===== config.mk =====
export PLATFORM = sky130hd
export DESIGN_NAME = sync_fifo_v2
export DESIGN_NICKNAME = d
export VERILOG_FILES = /design/src/rtl/sync_fifo_pkg.sv /design/src/rtl/fifo_mem_2p.sv /design/src/rtl/sync_fifo_v2.sv
export SDC_FILE = /design/constraint.sdc
export NUM_CORES = 1
export LEC_CHECK = 0
export ABC_CLOCK_PERIOD_IN_PS = 2200
export CAP_MARGIN = 10
export CORE_MARGIN = 1.5
export CORE_UTILIZATION = 56
export CTS_BUF_LIST = sky130_fd_sc_hd__clkbuf_8
export CTS_CLUSTER_DIAMETER = 100
export DETAILED_ROUTE_END_ITERATION = 8
export GPL_ROUTABILITY_DRIVEN = 0
export PLACE_DENSITY = 0.79
export REMOVE_ABC_BUFFERS = 1
export SETUP_SLACK_MARGIN = 0.15
export SYNTH_ARGS = -nofsm -noshare
export SYNTH_HDL_FRONTEND = slang
export SYNTH_SLANG_ARGS = --single-unit

===== constraint.sdc =====
create_clock -name clk -period 2.2 [get_ports clk]
set_input_delay 0.44 -clock clk [delete_from_list [all_inputs] [get_ports clk]]
set_output_delay 0.44 -clock clk [all_outputs]
set_load 0.02 [all_outputs]

===== src/rtl/sync_fifo_pkg.sv =====
// Shared constants and elaboration helpers for sync_fifo_v2.
package sync_fifo_pkg;

    localparam int DEF_WIDTH = 8;
    localparam int DEF_DEPTH = 16;

    // Storage index width; a depth of 1 still needs one address bit.
    function automatic int ptr_width(input int depth);
        return (depth > 1) ? $clog2(depth) : 1;
    endfunction

    function automatic bit is_pow2(input int v);
        return (v >= 2) && ((v & (v - 1)) == 0);
    endfunction

    // Thresholds must sit inside the occupancy range and leave a gap
    // between almost_empty and almost_full.
    function automatic bit levels_ok(input int depth, input int af, input int ae);
        return (af >= 1) && (af <= depth) && (ae >= 0) && (ae < depth) && (ae < af);
    endfunction

endpackage


===== src/rtl/fifo_mem_2p.sv =====
// DEPTH x WIDTH storage: one synchronous write port, one asynchronous read port.
// Contents are deliberately not reset.
module fifo_mem_2p #(
    parameter int WIDTH  = 8,
    parameter int DEPTH  = 16,
    parameter int ADDR_W = 4
) (
    input  logic              clk,
    input  logic              i_we,
    input  logic [ADDR_W-1:0] i_waddr,
    input  logic [WIDTH-1:0]  i_wdata,
    input  logic [ADDR_W-1:0] i_raddr,
    output logic [WIDTH-1:0]  o_rdata
);

    logic [WIDTH-1:0] r_mem [DEPTH];

    // Write port: store the word on an accepted write.
    always_ff @(posedge clk) begin
        if (i_we) r_mem[i_waddr] <= i_wdata;
    end

    assign o_rdata = r_mem[i_raddr];

endmodule


===== src/rtl/sync_fifo_v2.sv =====
// Single-clock FIFO with occupancy count, almost-full/almost-empty thresholds
// and sticky overflow/underflow flags cleared by err_clr.
// Define SYNC_FIFO_FWFT_EN for first-word-fall-through reads; otherwise rdata
// is a registered copy of the head, updated on each accepted read.
module sync_fifo_v2
    import sync_fifo_pkg::*;
#(
    parameter int WIDTH    = DEF_WIDTH,
    parameter int DEPTH    = DEF_DEPTH,
    parameter int AF_LEVEL = DEPTH - 2,
    parameter int AE_LEVEL = 2,
    localparam int PTR_W   = ptr_width(DEPTH),
    localparam int CNT_W   = PTR_W + 1
) (
    input  logic             clk,
    input  logic             res_n,
    input  logic             wr_en,
    input  logic [WIDTH-1:0] wdata,
    input  logic             rd_en,
    input  logic             err_clr,
    output logic [WIDTH-1:0] rdata,
    output logic             full,
    output logic             empty,
    output logic             almost_full,
    output logic             almost_empty,
    output logic [CNT_W-1:0] count,
    output logic             overflow,
    output logic             underflow
);

    generate
        if (!is_pow2(DEPTH)) begin : g_bad_depth
            $error("sync_fifo_v2: DEPTH must be a power of two >= 2");
        end
        if (!levels_ok(DEPTH, AF_LEVEL, AE_LEVEL)) begin : g_bad_levels
            $error("sync_fifo_v2: AF_LEVEL/AE_LEVEL out of range or AE_LEVEL >= AF_LEVEL");
        end
    endgenerate

    localparam logic [CNT_W-1:0] DEPTH_C = CNT_W'(DEPTH);
    localparam logic [CNT_W-1:0] AF_C    = CNT_W'(AF_LEVEL);
    localparam logic [CNT_W-1:0] AE_C    = CNT_W'(AE_LEVEL);

    // MSB of each pointer is the wrap bit; the low bits address storage.
    logic [PTR_W:0]     r_wr_ptr, r_rd_ptr;
    logic [CNT_W-1:0]   r_count, w_cnt_nxt;
    logic               r_ovf, r_udf;
    logic               w_full, w_empty, w_wr_ok, w_rd_ok;
    logic [WIDTH-1:0]   w_mem_rdata;

    // Flags come only from registered occupancy.
    assign w_full  = (r_count == DEPTH_C);
    assign w_empty = (r_count == '0);

    // A read frees a slot in the same cycle, so a full FIFO may still accept
    // a simultaneous write.
    assign w_rd_ok = rd_en && !w_empty;
    assign w_wr_ok = wr_en && (!w_full || w_rd_ok);

    fifo_mem_2p #(
        .WIDTH  (WIDTH),
        .DEPTH  (DEPTH),
        .ADDR_W (PTR_W)
    ) u_mem (
        .clk     (clk),
        .i_we    (w_wr_ok),
        .i_waddr (r_wr_ptr[PTR_W-1:0]),
        .i_wdata (wdata),
        .i_raddr (r_rd_ptr[PTR_W-1:0]),
        .o_rdata (w_mem_rdata)
    );

    // Next occupancy: +1 on write only, -1 on read only, else unchanged.
    always_comb begin
        w_cnt_nxt = r_count;
        case ({w_wr_ok, w_rd_ok})
            2'b10:   w_cnt_nxt = r_count + 1'b1;
            2'b01:   w_cnt_nxt = r_count - 1'b1;
            default: w_cnt_nxt = r_count;
        endcase
    end

    // Pointers, count and sticky error flags; a new error wins over err_clr.
    always_ff @(posedge clk or negedge res_n) begin
        if (!res_n) begin
            r_wr_ptr <= '0;
            r_rd_ptr <= '0;
            r_count  <= '0;
            r_ovf    <= 1'b0;
            r_udf    <= 1'b0;
        end else begin
            if (w_wr_ok) r_wr_ptr <= r_wr_ptr + 1'b1;
            if (w_rd_ok) r_rd_ptr <= r_rd_ptr + 1'b1;
            r_count <= w_cnt_nxt;
            r_ovf   <= (r_ovf && !err_clr) || (wr_en && !w_wr_ok);
            r_udf   <= (r_udf && !err_clr) || (rd_en && !w_rd_ok);
        end
    end

`ifdef SYNC_FIFO_FWFT_EN
    // Head word is presented directly; rd_en pops it.
    assign rdata = w_mem_rdata;
`else
    logic [WIDTH-1:0] r_rdata;

    // Registered read: capture the head on an accepted read, hold otherwise.
    always_ff @(posedge clk or negedge res_n) begin
        if (!res_n)       r_rdata <= '0;
        else if (w_rd_ok) r_rdata <= w_mem_rdata;
    end

    assign rdata = r_rdata;
`endif

    assign full         = w_full;
    assign empty        = w_empty;
    assign almost_full  = (r_count >= AF_C);
    assign almost_empty = (r_count <= AE_C);
    assign count        = r_count;
    assign overflow     = r_ovf;
    assign underflow    = r_udf;

endmodule

==> results.toml <==
[drt]
via_count = 3344
dr.pass1.iters = 4
drc = 0
viasPerCell = 5.93
routed_wl_mm = 12.7
routedWlPerCell_um = 22.5
ant_nets = 0
drt_iter0_drc = 242

[placed_design]
place_hpwl_mm = 8.05
placedCellCount = 524
port_buffers = 31
post-place-ws_ns = -0.257

[critical_path]
path_max_fanout = 3
arrival_ns = 2.58
cp.required_ns = 2.50
cp-start-kind = "flip-flop"
end_kind = "flip-flop"
path_class = "flip-flop to flip-flop"

[sta]
worstMarginPinSlew_ns = 0.589
fin_ws_ns = -0.0757
finalHoldViolCount = 0
timing.fmax_ghz = 0.439
fin_crit_sh_pct = 103
finClkSkew_ns = 0.0102
slew_viol_final = 0
setup_viol = 1
relSlewSlack_pct = 60.6
hold_ws_ns = 0.377
post-route-min-period_ns = 2.28
rsz0062_at_grt = "yes"

[synth]
synth_area_leader_cell = "edfxtp_1"
postSynthCellCount = 323
synth_top_area_share_pct = 63.1
yosysWarnings = 0
synth.top_cells.by_area = "edfxtp_1 63%, mux4_2 12%, dfrtp_1 9.4%, mux2i_1 2.6%, ha_1 1.6%"
syn_avg_cell_area_um2 = 18.9
seq_area_frac_synth_pct = 72.5
syn-cell-area_um2 = 6090
synthMuxAreaShare_pct = 15.1
synth_top_family_by_area = "multiplexers"
ys_types = 38
synth_simple_gate_area_share_pct = 4.37
synthXorXnorAreaFrac_pct = 1.29
synth_compound_area_share_pct = 3.12
yosys_register_bits = 151
synthAdderAreaFrac_pct = 1.97

[run_status]
violations = "setup timing"
status = "finished with violations"

[final_layout]
drive_above_1_share_pct = 34.1
fin_nets = 437
insertedDiodeCount = 0
multi_input_area_um2 = 1690
syn2layout_area_growth_pct = 23.0
fill_cells = 657
regArea_um2 = 4420
stdcell_count = 564

[power]
p_leak_nw = 2.69
cellPowerDensity_nw_per_um2 = 1260
ir_drop_mv = 0.896

[floorplanning]
die_y_um = 107
core_um2 = 10500
initial_utilization_pct = 58.3
dieArea_um2 = 11500
die_w_um = 107
rows = 37
io_pins = 32

[clocking]
numCtsBuffers = 17
insertion_delay_ns = 0.43
hold_buffers = 0
cts_tree = "done"
htreeDepth = 4
clock_sinks = 151
clk_pin_slew_ns = 0.08
clockRootBuffer = "clkbuf_8"
clockBufferDepth = 2

[run]
drv_cap = 0

[global_route]
grt_max_degree = 27
antenna_found_initial = 0
grt_pass1_vias = 3508
grt_usage_pct = 24.0
grt-ovfl-total = 0
grt_pass1_wl_mm = 19.6

[worst_hold_path]
hp-class = "input port to asynchronous set/reset pin"
area by class of cell:
type / count / area share, %
Sequential cell: 151 / 59.0
Multi-Input combinational cell: 149 / 22.5
Timing Repair Buffer: 87 / 10.5
Clock buffer: 19 / 3.49
Tap cell: 136 / 2.27
Clock inverter: 13 / 1.77
Inverter: 9 / 0.484
placed cells by master (no fill, tap or decap), types with 4 or more instances in the layout:
cell and instances:
dfrtp_1 21, ha_1 6, o221ai_1 7, clkdlybuf4s50_1 24, nor2_1 15, clkbuf_8 19, nand2_1 19, xnor2_1 9
mux2i_1 16, inv_1 10, edfxtp_1 128, buf_4 49, nor3_1 4, mux4_2 32, buf_6 7
cells by family (layout without fill, tap and decap cells):
kind of cell	Yosys count	after routing
flip-flops	151	151
AND/OR/NAND/NOR	56	56
multiplexers	51	51
AO/OA/AOI/OAI	24	24
buffers and inverters	23	128
adder cells (fa/ha/maj)	9	9
XOR/XNOR	9	9
what timing repair did:
action,4_1_cts,5_1_grt
setup buffers,1,7
pin swaps,7,13
resized for setup,37,19
endpoints found under the setup margin,8,62
worst max-delay path, cell delays in order, from the launching register on:
cell      delay [ns]
dfrtp_1         0.41
or3_4           0.38
o31a_1          0.28
nand2_2         0.12
inv_4           0.06
ha_1            0.31
o21ai_2         0.18
buf_4           0.14
a21oi_1         0.03
o21ai_0         0.12
nand3b_1        0.12
per-stage QoR:
step           setup TNS (ns)  power, W  instance area (µm²)  utilization [%]
2_1_floorplan           -2.18   0.00578                 6030                -
3_3_place_gp           -11.00   0.00700                 6910             66.0
3_5_place_dp           -13.05   0.00715                 6910             66.0
4_1_cts               -0.0355   0.00931                 7370             70.4
5_1_grt                -0.231   0.00992                 7500             71.7
6_report              -0.0757   0.00948                 7500             71.7
registers in the layout, indices dropped and copies added (netlist names):
register     count
r_wr_ptr         4
count            5
r_rd_ptr         4
rdata            8
overflow         1
underflow        1
u_mem.r_mem    128
layer usage:
metal  wire length (µm)  part of all wire [%]  global-route usage (%)  vias to the layer above
li1                   -                     -                       -                     1466
met1               5410                    43                    33.4                     1760
met2               6420                    50                    38.5                      103
met3                653                   5.1                    5.69                       15
met4                225                   1.8                    6.57                        0
met5                  0                     0                       0                        -
cell usage after synthesis, drive strengths merged:
master / instances
edfxtp: 128
mux4: 32
dfrtp: 23
nand2: 20
mux2i: 16
nor2: 16
buf: 11
inv: 9
xnor2: 9
ha: 8
o221ai: 7
nor3: 6
nand2b: 4
o21ai: 4
a21oi: 3
clkbuf: 3
mux2: 3
a311oi: 2
nand3: 2
nand4: 2
nor2b: 2
a2111oi: 1
a211oi: 1
a21o: 1
a22o: 1
a31oi: 1
a32o: 1
and2: 1
fa: 1
nand3b: 1
nor4: 1
o31a: 1
o31ai: 1
or3: 1
power breakdown:
| part | total (W) | internal (W) | switching [W] |
|---|---|---|---|
| logic | 0.00354 | 0.00179 | 0.00175 |
| registers | 0.00386 | 0.00355 | 0.000310 |
| clock network | 0.00207 | 0.00106 | 0.00101 |
| total | 0.00948 | 0.00641 | 0.00307 |
worst paths after layout:
path / from / endpoint / slack, ns / depth (start not counted)
setup / recovery: count[3]$_DFFE_PN0P_ / count[4]$_DFFE_PN0P_ / -0.08 / 10
hold / removal: res_n / count[3]$_DFFE_PN0P_ / 0.38 / 2
setup reg to reg: count[3]$_DFFE_PN0P_ / count[4]$_DFFE_PN0P_ / -0.08 / 10
hold reg to reg: overflow$_DFF_PN0_ / overflow$_DFF_PN0_ / 0.50 / 1
max in group asynchronous: res_n / count[0]$_DFFE_PN0P_ / 1.56 / 2
min in group clk: overflow$_DFF_PN0_ / overflow$_DFF_PN0_ / 0.50 / 1
(Power assumes the default switching activity.)
